[src/rtl/frame_write_arbiter_pkg.sv]
// Shared types and defaults for the camera-to-SRAM write path.
package frame_write_arbiter_pkg;

  // Frame geometry defaults (downsampled camera coordinates).
  localparam int H_MAX_DEFAULT = 640;
  localparam int V_MAX_DEFAULT = 480;
  localparam int DEPTH_DEFAULT = 16;

  // Bus widths.
  localparam int COORD_W = 10;
  localparam int ADDR_W  = 20;
  localparam int DATA_W  = 16;

  // RGB565 field widths used by the colour-conversion and filter stages.
  localparam int RGB565_R_W = 5;
  localparam int RGB565_G_W = 6;
  localparam int RGB565_B_W = 5;

  // One queued SRAM write: address is {y,x}, data is the RGB565 pixel.
  typedef struct packed {
    logic [19:0] addr;
    logic [15:0] data;
  } pixel_entry_t;

  // Per-cycle decision of the SRAM port arbiter.
  typedef enum logic [1:0] {
    ARB_IDLE  = 2'd0,
    ARB_READ  = 2'd1,
    ARB_WRITE = 2'd2
  } arb_op_t;

  // True when a coordinate lies inside the visible frame.
  function automatic logic in_frame(input logic [COORD_W-1:0] x,
                                    input logic [COORD_W-1:0] y,
                                    input int h_max,
                                    input int v_max);
    return (int'({22'd0, x}) < h_max) && (int'({22'd0, y}) < v_max);
  endfunction

endpackage

[src/rtl/frame_write_arbiter_if.sv]
// Pixel input, VGA read and SRAM controller signals of the write arbiter.
// Handshake: pix_valid qualifies pix_x/pix_y/pix_data for exactly one cycle
// and there is no back-pressure (a pixel that cannot be queued is dropped);
// rd_req qualifies rd_addr for one cycle; sram_readdatavalid qualifies
// sram_readdata for one cycle; sram_read/sram_write each mark one command.
interface frame_write_arbiter_if #(
  parameter int DEPTH = 16
);
  localparam int LVL_W = $clog2(DEPTH) + 1;

  logic             pix_valid;
  logic [9:0]       pix_x;
  logic [9:0]       pix_y;
  logic [15:0]      pix_data;
  logic             freeze;
  logic             rd_req;
  logic [19:0]      rd_addr;
  logic [15:0]      rd_data;
  logic             rd_valid;
  logic [19:0]      sram_address;
  logic             sram_read;
  logic             sram_write;
  logic [15:0]      sram_writedata;
  logic [15:0]      sram_readdata;
  logic             sram_readdatavalid;
  logic [LVL_W-1:0] fifo_level;
  logic [15:0]      drop_count;

  // Arbiter side.
  modport slave (
    input  pix_valid, pix_x, pix_y, pix_data, freeze,
    input  rd_req, rd_addr,
    output rd_data, rd_valid,
    output sram_address, sram_read, sram_write, sram_writedata,
    input  sram_readdata, sram_readdatavalid,
    output fifo_level, drop_count
  );

  // Environment side (filter stage, VGA reader, SRAM controller).
  modport master (
    output pix_valid, pix_x, pix_y, pix_data, freeze,
    output rd_req, rd_addr,
    input  rd_data, rd_valid,
    input  sram_address, sram_read, sram_write, sram_writedata,
    output sram_readdata, sram_readdatavalid,
    input  fifo_level, drop_count
  );

endinterface

[src/rtl/frame_write_arbiter_fifo.sv]
// Small synchronous FIFO of pending pixel writes. Head is read
// combinationally so the arbiter can issue it in the same cycle it pops.
module pixel_fifo
  import frame_write_arbiter_pkg::*;
#(
  parameter int DEPTH = 16
) (
  input  logic                   clk,
  input  logic                   rst,
  input  logic                   push,
  input  logic                   pop,
  input  pixel_entry_t           din,
  output pixel_entry_t           head,
  output logic                   full,
  output logic                   empty,
  output logic [$clog2(DEPTH):0] level
);

  localparam int PTR_W = $clog2(DEPTH);
  localparam logic [PTR_W:0] FULL_LVL = (PTR_W + 1)'(DEPTH);

  pixel_entry_t     mem [DEPTH];
  logic [PTR_W-1:0] wr_ptr;
  logic [PTR_W-1:0] rd_ptr;
  logic [PTR_W:0]   count;
  logic             push_en;
  logic             pop_en;

  // Guard against overflow/underflow; a push into a full FIFO is legal
  // only when the head leaves in the same cycle.
  assign pop_en  = pop & ~empty;
  assign push_en = push & (~full | pop_en);

  assign full  = (count == FULL_LVL);
  assign empty = (count == '0);
  assign level = count;
  assign head  = mem[rd_ptr];

  // Storage array; contents need no reset because count gates every read.
  always_ff @(posedge clk) begin
    if (push_en) mem[wr_ptr] <= din;
  end

  // Pointers wrap naturally at DEPTH (power of two); occupancy tracks push/pop.
  always_ff @(posedge clk or posedge rst) begin
    if (rst) begin
      wr_ptr <= '0;
      rd_ptr <= '0;
      count  <= '0;
    end else begin
      if (push_en) wr_ptr <= wr_ptr + PTR_W'(1);
      if (pop_en)  rd_ptr <= rd_ptr + PTR_W'(1);
      case ({push_en, pop_en})
        2'b10:   count <= count + (PTR_W + 1)'(1);
        2'b01:   count <= count - (PTR_W + 1)'(1);
        default: count <= count;
      endcase
    end
  end

endmodule

[src/rtl/frame_write_arbiter.sv]
// Queues camera pixels and writes them to SRAM in cycles the VGA reader
// leaves free. VGA reads always own the port; pixels arriving while the
// queue is full are dropped and counted.
module frame_write_arbiter
  import frame_write_arbiter_pkg::*;
#(
  parameter int DEPTH = DEPTH_DEFAULT,
  parameter int H_MAX = H_MAX_DEFAULT,
  parameter int V_MAX = V_MAX_DEFAULT
) (
  input logic                  Clk,
  input logic                  Reset,
  frame_write_arbiter_if.slave bus
);

  localparam int LVL_W = $clog2(DEPTH) + 1;

  arb_op_t          op;
  logic             pix_ok;
  logic             push;
  logic             pop;
  logic             drop;
  logic             full;
  logic             empty;
  pixel_entry_t     din;
  pixel_entry_t     head;
  logic [LVL_W-1:0] level;

  logic             sram_read_q;
  logic             sram_write_q;
  logic [19:0]      sram_address_q;
  logic [15:0]      sram_writedata_q;
  logic [15:0]      rd_data_q;
  logic             rd_valid_q;
  logic [15:0]      drop_count_q;

  // Port decision from the current queue state: read beats write, write only if queued.
  always_comb begin
    op = ARB_IDLE;
    if (bus.rd_req)  op = ARB_READ;
    else if (!empty) op = ARB_WRITE;
  end

  assign pop    = (op == ARB_WRITE);
  assign pix_ok = bus.pix_valid & ~bus.freeze & in_frame(bus.pix_x, bus.pix_y, H_MAX, V_MAX);
  assign push   = pix_ok & (~full | pop);
  assign drop   = pix_ok & full & ~pop;
  assign din    = '{addr: {bus.pix_y, bus.pix_x}, data: bus.pix_data};

  pixel_fifo #(.DEPTH(DEPTH)) u_fifo (
    .clk   (Clk),
    .rst   (Reset),
    .push  (push),
    .pop   (pop),
    .din   (din),
    .head  (head),
    .full  (full),
    .empty (empty),
    .level (level)
  );

  // Register the chosen command; address/data hold their value when idle.
  always_ff @(posedge Clk or posedge Reset) begin
    if (Reset) begin
      sram_read_q      <= 1'b0;
      sram_write_q     <= 1'b0;
      sram_address_q   <= '0;
      sram_writedata_q <= '0;
    end else begin
      sram_read_q  <= (op == ARB_READ);
      sram_write_q <= (op == ARB_WRITE);
      case (op)
        ARB_READ:  sram_address_q <= bus.rd_addr;
        ARB_WRITE: begin
          sram_address_q   <= head.addr;
          sram_writedata_q <= head.data;
        end
        default: ;
      endcase
    end
  end

  // Return read data to the VGA path one cycle after the controller, in order.
  always_ff @(posedge Clk or posedge Reset) begin
    if (Reset) begin
      rd_data_q  <= '0;
      rd_valid_q <= 1'b0;
    end else begin
      rd_data_q  <= bus.sram_readdata;
      rd_valid_q <= bus.sram_readdatavalid;
    end
  end

  // Count pixels lost to a full queue, sticking at all-ones.
  always_ff @(posedge Clk or posedge Reset) begin
    if (Reset)                              drop_count_q <= '0;
    else if (drop && drop_count_q != '1)    drop_count_q <= drop_count_q + 16'd1;
  end

  assign bus.sram_read      = sram_read_q;
  assign bus.sram_write     = sram_write_q;
  assign bus.sram_address   = sram_address_q;
  assign bus.sram_writedata = sram_writedata_q;
  assign bus.rd_data        = rd_data_q;
  assign bus.rd_valid       = rd_valid_q;
  assign bus.fifo_level     = level;
  assign bus.drop_count     = drop_count_q;

endmodule

[src/flat_wrapper.sv]
// flat-port wrapper written by rule: the top's interface ports become plain ports
module frame_write_arbiter_flat import frame_write_arbiter_pkg::*;
#(
  parameter int DEPTH = DEPTH_DEFAULT,
  parameter int H_MAX = H_MAX_DEFAULT,
  parameter int V_MAX = V_MAX_DEFAULT
)
  (Clk, Reset, bus_pix_valid, bus_pix_x, bus_pix_y, bus_pix_data, bus_freeze, bus_rd_req, bus_rd_addr, bus_rd_data, bus_rd_valid, bus_sram_address, bus_sram_read, bus_sram_write, bus_sram_writedata, bus_sram_readdata, bus_sram_readdatavalid, bus_fifo_level, bus_drop_count);
  frame_write_arbiter_if #(.DEPTH(DEPTH)) bus_i ();
  input logic Clk;
  input logic Reset;
  input wire logic [$bits(bus_i.pix_valid)-1:0] bus_pix_valid;
  input wire logic [$bits(bus_i.pix_x)-1:0] bus_pix_x;
  input wire logic [$bits(bus_i.pix_y)-1:0] bus_pix_y;
  input wire logic [$bits(bus_i.pix_data)-1:0] bus_pix_data;
  input wire logic [$bits(bus_i.freeze)-1:0] bus_freeze;
  input wire logic [$bits(bus_i.rd_req)-1:0] bus_rd_req;
  input wire logic [$bits(bus_i.rd_addr)-1:0] bus_rd_addr;
  output wire logic [$bits(bus_i.rd_data)-1:0] bus_rd_data;
  output wire logic [$bits(bus_i.rd_valid)-1:0] bus_rd_valid;
  output wire logic [$bits(bus_i.sram_address)-1:0] bus_sram_address;
  output wire logic [$bits(bus_i.sram_read)-1:0] bus_sram_read;
  output wire logic [$bits(bus_i.sram_write)-1:0] bus_sram_write;
  output wire logic [$bits(bus_i.sram_writedata)-1:0] bus_sram_writedata;
  input wire logic [$bits(bus_i.sram_readdata)-1:0] bus_sram_readdata;
  input wire logic [$bits(bus_i.sram_readdatavalid)-1:0] bus_sram_readdatavalid;
  output wire logic [$bits(bus_i.fifo_level)-1:0] bus_fifo_level;
  output wire logic [$bits(bus_i.drop_count)-1:0] bus_drop_count;
  assign bus_i.pix_valid = bus_pix_valid;
  assign bus_i.pix_x = bus_pix_x;
  assign bus_i.pix_y = bus_pix_y;
  assign bus_i.pix_data = bus_pix_data;
  assign bus_i.freeze = bus_freeze;
  assign bus_i.rd_req = bus_rd_req;
  assign bus_i.rd_addr = bus_rd_addr;
  assign bus_rd_data = bus_i.rd_data;
  assign bus_rd_valid = bus_i.rd_valid;
  assign bus_sram_address = bus_i.sram_address;
  assign bus_sram_read = bus_i.sram_read;
  assign bus_sram_write = bus_i.sram_write;
  assign bus_sram_writedata = bus_i.sram_writedata;
  assign bus_i.sram_readdata = bus_sram_readdata;
  assign bus_i.sram_readdatavalid = bus_sram_readdatavalid;
  assign bus_fifo_level = bus_i.fifo_level;
  assign bus_drop_count = bus_i.drop_count;
  frame_write_arbiter #(.DEPTH(DEPTH), .H_MAX(H_MAX), .V_MAX(V_MAX)) u_core (.Clk(Clk), .Reset(Reset), .bus(bus_i));
endmodule
[config.mk]
export PLATFORM = sky130hd
export DESIGN_NAME = frame_write_arbiter_flat
export DESIGN_NICKNAME = d
export VERILOG_FILES = /design/src/rtl/frame_write_arbiter_pkg.sv /design/src/rtl/frame_write_arbiter_if.sv /design/src/rtl/frame_write_arbiter_fifo.sv /design/src/rtl/frame_write_arbiter.sv /design/src/flat_wrapper.sv
export SDC_FILE = /design/constraint.sdc
export NUM_CORES = 1
export LEC_CHECK = 0
export ABC_CLOCK_PERIOD_IN_PS = 4800
export BUFFER_PORTS_ARGS = -buffer_cell sky130_fd_sc_hd__buf_2
export CAP_MARGIN = 20
export CORE_UTILIZATION = 55
export DETAILED_ROUTE_END_ITERATION = 8
export GPL_TIMING_DRIVEN = 0
export HOLD_SLACK_MARGIN = 0.02
export PLACE_DENSITY = 0.73
export SLEW_MARGIN = 20
export SYNTH_ARGS = -nofsm -noshare
export SYNTH_HDL_FRONTEND = slang
export SYNTH_SLANG_ARGS = --single-unit
[constraint.sdc]
create_clock -name Clk -period 4.8 [get_ports Clk]
set_clock_uncertainty 0.15 [all_clocks]
set_input_delay 0.96 -clock Clk [delete_from_list [all_inputs] [get_ports Clk]]
set_output_delay 0.96 -clock Clk [all_outputs]
set_load 0.01 [all_outputs]
; ---- Yosys cells after proc, flatten, opt, wreduce, memory -nomap -nowiden
; Memory sizes are Yosys's and may differ from the RTL's.
; Index checks and enable logic that the tools add are counted.
[totals]
register_bits = 84
ram_bits = 576
inputBits = 78
output_inout_bits = 76
n_memories = 1
[classes]
n_addsub = 5
n_lt_le_gt_ge = 2
eq_ne = 6
muxes = 6
bitwise_logic = 13
reduce_logical = 5
[memory_table]
columns = name, words, width, rd, rd_clocked_by_memory_dff, write_ports, line
row1 = u_core.u_fifo.mem, 16, 36, 1, 0, 1, frame_write_arbiter_fifo.sv:22  ; pixel_entry_t mem [DEPTH];
[ops]
columns = cell, n
row1 = $pmux W20 S2, 1
row2 = $add A16 B1 Y16 const B, 1
row3 = $ne A16 B16 Y1 const B, 1
row4 = $lt A10 B10 Y1 const B, 1
row5 = $lt A10 B9 Y1 const B, 1
row6 = $pmux W5 S2, 1
row7 = $add A4 B1 Y4 const B, 2
row8 = $and A1 B1 Y1, 7
row9 = $add A5 B1 Y5 const B, 1
row10 = $eq A5 B5 Y1 const B, 1
row11 = $logic_not A5 Y1, 1
row12 = $sub A5 B1 Y5 const B, 1
row13 = $eq A2 B1 Y1 const B, 2
row14 = $eq A2 B2 Y1 const B, 2
row15 = $mux W2, 2
row16 = $not A1 Y1, 4
row17 = $reduce_bool A2 Y1, 2
row18 = $logic_and A1 B1 Y1, 2
row19 = $mux W1, 2
row20 = $or A1 B1 Y1, 2

; ---- Logic depth before layout (Yosys ltp)
[logic_depth]
word_depth = 9
ltp_mapped = 15
depth_no_buf = 12

; ---- Cells and area by module
; A second synthesis with hierarchy kept.
[unflattened]
cells_unflattened = 1204
hier_area_um2 = 25255.5
[by_module_without_submodules]
columns = module, n_inst, cells_per_inst, area_per_inst_um2, seq_area_each_um2
row1 = pixel_fifo, 1, 985, 22386.5, 17621.9
row2 = frame_write_arbiter, 1, 219, 2869.0, 1776.7

; ---- Worst setup path before layout
; OpenSTA, ideal clock, no wires.
[synth_timing]
path_kind = input port to flip-flop
from = input bus_pix_x[8]
to = memory u_core.u_fifo.mem[3][0] (netlist name) (enable)
setup_ns = 0.474
arrival_ns = 4.358
t_required_ns = 4.176
path_slack_ns = -0.182
path_stages = 6
path_buffers = 1
path_cell_list = o21ai_0 nand4_1 nor2b_1 clkbuf_1 nand2_1 nor3_1
[synth_via]
elab_chain_len = 7
[synth_rtl]
columns = element, line
row1 = from (decl), flat_wrapper.sv:13  ; input wire logic [$bits(bus_i.pix_x)-1:0] bus_pix_x;
row2 = $lt A10 B10 Y1, frame_write_arbiter_pkg.sv:37  ; return (int'({22'd0, x}) < h_max) && (int'({22'd0, y}) < v_max);
row3 = $logic_and A1 B1 Y1, frame_write_arbiter_pkg.sv:37
row4 = $and A1 B1 Y1, frame_write_arbiter.sv:45  ; assign pix_ok = bus.pix_valid & ~bus.freeze & in_frame(bus.pix_x, bus.pix_y, H_MAX, V_MAX);
row5 = $and A1 B1 Y1, frame_write_arbiter.sv:46  ; assign push = pix_ok & (~full | pop);
row6 = $and A1 B1 Y1, frame_write_arbiter_fifo.sv:32  ; assign push_en = push & (~full | pop_en);
row7 = $mux W1, frame_write_arbiter_fifo.sv:41  ; if (push_en) mem[wr_ptr] <= din;
row8 = $mux W1 (not written as such), frame_write_arbiter_fifo.sv:41
row9 = to (decl), frame_write_arbiter_fifo.sv:22
; No other way between the ends.

; ---- Worst setup path after layout
[layout_timing]
from = input bus_pix_x[8]
to = register u_core.u_fifo.count[4] (netlist: u_core.u_fifo.level[4])
[layout_via]
elab_chain_len = 7
[layout_rtl]
columns = element, line
row1 = $lt A10 B10 Y1 *, frame_write_arbiter_pkg.sv:37
row2 = $logic_and A1 B1 Y1 *, frame_write_arbiter_pkg.sv:37
row3 = $and A1 B1 Y1 *, frame_write_arbiter.sv:45
row4 = $and A1 B1 Y1 *, frame_write_arbiter.sv:46
row5 = $and A1 B1 Y1 *, frame_write_arbiter_fifo.sv:32
row6 = $eq A2 B1 Y1 or $eq A2 B2 Y1 (tied branches), frame_write_arbiter_fifo.sv:53  ; case ({push_en, pop_en})
row7 = $pmux W5 S2 or $reduce_bool A2 Y1 (tied branches), -
row8 = to (signal assigned), frame_write_arbiter_fifo.sv:54  ; 2'b10: count <= count + (PTR_W + 1)'(1);
row9 = to (signal assigned), frame_write_arbiter_fifo.sv:55  ; 2'b01: count <= count - (PTR_W + 1)'(1);
row10 = to (signal assigned), frame_write_arbiter_fifo.sv:56  ; default: count <= count;
row11 = to (decl), frame_write_arbiter_fifo.sv:25  ; logic [PTR_W:0] count;
; Every way passes the cells marked *; elsewhere a longest branch is shown, timed or not.
; A chain may end at the register's enable or synchronous reset.

==> run summary <==
Type of origin of the critical path = input pin
Max-Cap Viols = 0
Fin. Hold Viols = 0
Status = finished, final reports clean
Initial antenna violation count = 3
Leak = 10.2 nW
Post-cts resize count = 0
Seq/Total Area, Yosys = 76.8%
Seq cells post-synth = 660
Hold_buf cts = 0
IO buf count = 153
1st-iter DRT viols = 1413
Fraction of layout cells with a size suffix above 1 = 27.4%
Dpl cells = 2096
Num rows = 78
Worst setup margin = 0.750 ns
Post-DP HPWL = 36800 um
Clk Latency, worst-skew pair = 0.62 ns
# IOs = 154
Syn. warnings = 0
Nets = 1647
Pwr dens = 531 nW/um2
Most frequent cells in the layout = 576 x edfxtp_1, 169 x buf_2, 131 x nand2_1
Fin crit share = 84.4%
Post-Route WL = 58200 um
Fmax = 247 MHz
Number of detailed-route iterations in the first pass = 5
CTS tree = yes
RSZ-0062 raised after global routing = no
Longest Clk Path Bufs = 3
Clock sinks = 660
Die Wd = 216 um
DRC Markers = 0
Netlist cell types = 42
WL/cell = 26.3 um
Worst EP required = 5.20 ns
Final Setup Violations = 0
Final ANT Viol Nets = 0
Slew @ Worst Pin = 1.08 ns
Root Buffer = clkbuf_16
Crit path kind = input pin to flip-flop
Gr usage total = 25.3%
Final Max Tran Viols = 0
Normalized max-slew margin = 27.9%
DIE AREA = 46800 um2
Gpl congestion = 0.785
Crit-path max FO = 17
Vias in the first global route = 13.6k
Die Span Y = 216 um
Vias per cell = 6.06
Non-Filler Instances = 2214
Post-synth EDFFs = 576
Num CTS Buffers = 61
Syn avg cell area = 19.2 um2
Largest net degree at the start of global routing = 44
Final core utilization = 65.0%
Critical path arrival = 4.45 ns
Gr ovfl total = 0
Post-placement setup slack = 0.108 ns
Commonest non-fill, non-tap cell in the layout = edfxtp_1
Crit end category = flip-flop
Min Tclk post-route = 4.05 ns
Vias = 13.4k
Tightest Hold Check Type = input pin to asynchronous set/reset pin
Core Area = 45400 um2
Area Overhead vs Synth = 16.9%
Main flop type after synthesis = edfxtp_1
CTS clock-pin slew for the worst setup and hold paths = 0.06 ns
Cell Area, Synth = 25300 um2
Max VDD drop = 0.532 mV
Post-CTS Setup Inserts = 0
First-pass GRT wire length = 85700 um
Fraction of registers with async set/reset = 12.7%
Mapped Cells = 1312
Post-Syn Nets = 1400
Initial Util = 55.7%
H-tree depth = 2
## flip-flops by register name, summed over array words and instances, names as in the netlist
register	flops
u_core.bus.drop_count	16
u_core.bus.rd_data	16
u_core.bus.rd_valid	1
u_core.bus.sram_address	20
u_core.bus.sram_read	1
u_core.bus.sram_write	1
u_core.bus.sram_writedata	16
u_core.u_fifo.level	5
u_core.u_fifo.mem	576
u_core.u_fifo.rd_ptr	4
u_core.u_fifo.wr_ptr	4
## path summary, 6_finish.rpt
kind | from | end | slack, ns | depth (start not counted)
max reg2reg | u_core.u_fifo.level[1]$_DFFE_PP0P_ | u_core.u_fifo.level[4]$_DFFE_PP0P_ | 0.91 | 12
max in group asynchronous | Reset | u_core.bus.sram_writedata[3]$_DFFE_PP0N_ | 3.69 | 3
min in group Clk | bus_sram_readdata[2] | u_core.bus.rd_data[2]$_DFF_PP0_ | 0.29 | 1
min reg2reg | u_core.bus.drop_count[7]$_DFFE_PP0P_ | u_core.bus.drop_count[7]$_DFFE_PP0P_ | 0.34 | 1
min | Reset | u_core.bus.drop_count[15]$_DFFE_PP0P_ | 0.19 | 2
max | bus_pix_x[8] | u_core.u_fifo.level[4]$_DFFE_PP0P_ | 0.75 | 15
## cell usage after synthesis, types with 2 or more instances
master / n / share of area [%]
a21oi_1: 40 / 0.79
a221o_1: 16 / 0.63
a221oi_1: 2 / 0.069
a311oi_1: 19 / 0.66
and3_1: 4 / 0.099
buf_1: 8 / 0.12
buf_2: 16 / 0.32
clkbuf_1: 45 / 0.67
dfrtp_1: 84 / 8.3
edfxtp_1: 576 / 68
ha_1: 10 / 0.50
inv_1: 7 / 0.10
mux2_2: 2 / 0.089
mux2i_1: 56 / 2.2
mux4_2: 124 / 11
nand2_1: 131 / 1.9
nand2b_1: 2 / 0.050
nand3_1: 5 / 0.099
nand4_1: 8 / 0.20
nor2_1: 61 / 0.91
nor2b_1: 2 / 0.050
nor3_1: 21 / 0.42
nor3_2: 2 / 0.079
nor4_1: 3 / 0.074
o21ai_0: 7 / 0.14
o22ai_1: 20 / 0.50
xnor2_1: 15 / 0.52
xor2_1: 12 / 0.42
## stage by stage
step	cell area, um2	setup TNS [ns]	hold WS, ns	power, mW
2_1_floorplan	25300	0	0.375	9.60
3_3_place_gp	26800	-990.55	0.335	10.9
3_5_place_dp	27500	0	0.338	11.1
4_1_cts	29500	0	0.179	15.8
5_1_grt	29500	0	0.199	16.3
6_report	29500	0	0.193	15.7
## cell type report
type	instances	area, um2
flip-flops and latches	660	19400
fillers	3036	15900
multi-input cells	573	5670
clock buffers	81	1690
repair buffers	184	1400
well taps	600	751
plain buffers	70	290
clock inverters	35	275
inverters	9	38.8
diodes	2	5.00
## where the power goes
group | total [mW] | internal [mW] | switching (mW) | leakage [nW]
registers | 6.70 | 6.52 | 0.174 | 6.20
logic | 4.25 | 1.76 | 2.49 | 3.02
clock network | 4.74 | 2.69 | 2.05 | 0.967
## worst max-delay path, stage by stage
cell and delay [ns]:
buf_2 0.21, o21ai_0 0.41, nand4_1 0.38, nor2b_1 0.22, clkbuf_1 0.40, inv_1 0.13, ha_1 0.24, clkbuf_1 0.19
xor2_1 0.18, ha_1 0.24, inv_1 0.06, o21ai_0 0.08, a21o_1 0.20, a221oi_1 0.35, xor2_1 0.17
## logic make-up (layout without fill, tap and decap cells)
kind of cell             after synthesis  in the layout  synth area share [%]
XOR/XNOR                              27             27                 0.936
AND/OR/NAND/NOR                      245            245                  4.13
flip-flops                           660            660                  76.8
multiplexers                         182            182                  13.4
buffers and inverters                 79            379                  1.28
other                                  0              2                     0
AO/OA/AOI/OAI                        109            109                  2.98
adder cells (fa/ha/maj)               10             10                 0.495
## per-layer routing
metal	track usage [%]	share of wire, %	vias to the layer above
met2	42.9	50	616
met5	0	0.022	-
met3	4.60	7.4	126
li1	-	-	5746
met4	8.97	3.3	2
met1	33.1	39	6918
No activity file was read; power rests on OpenSTA's default activity.
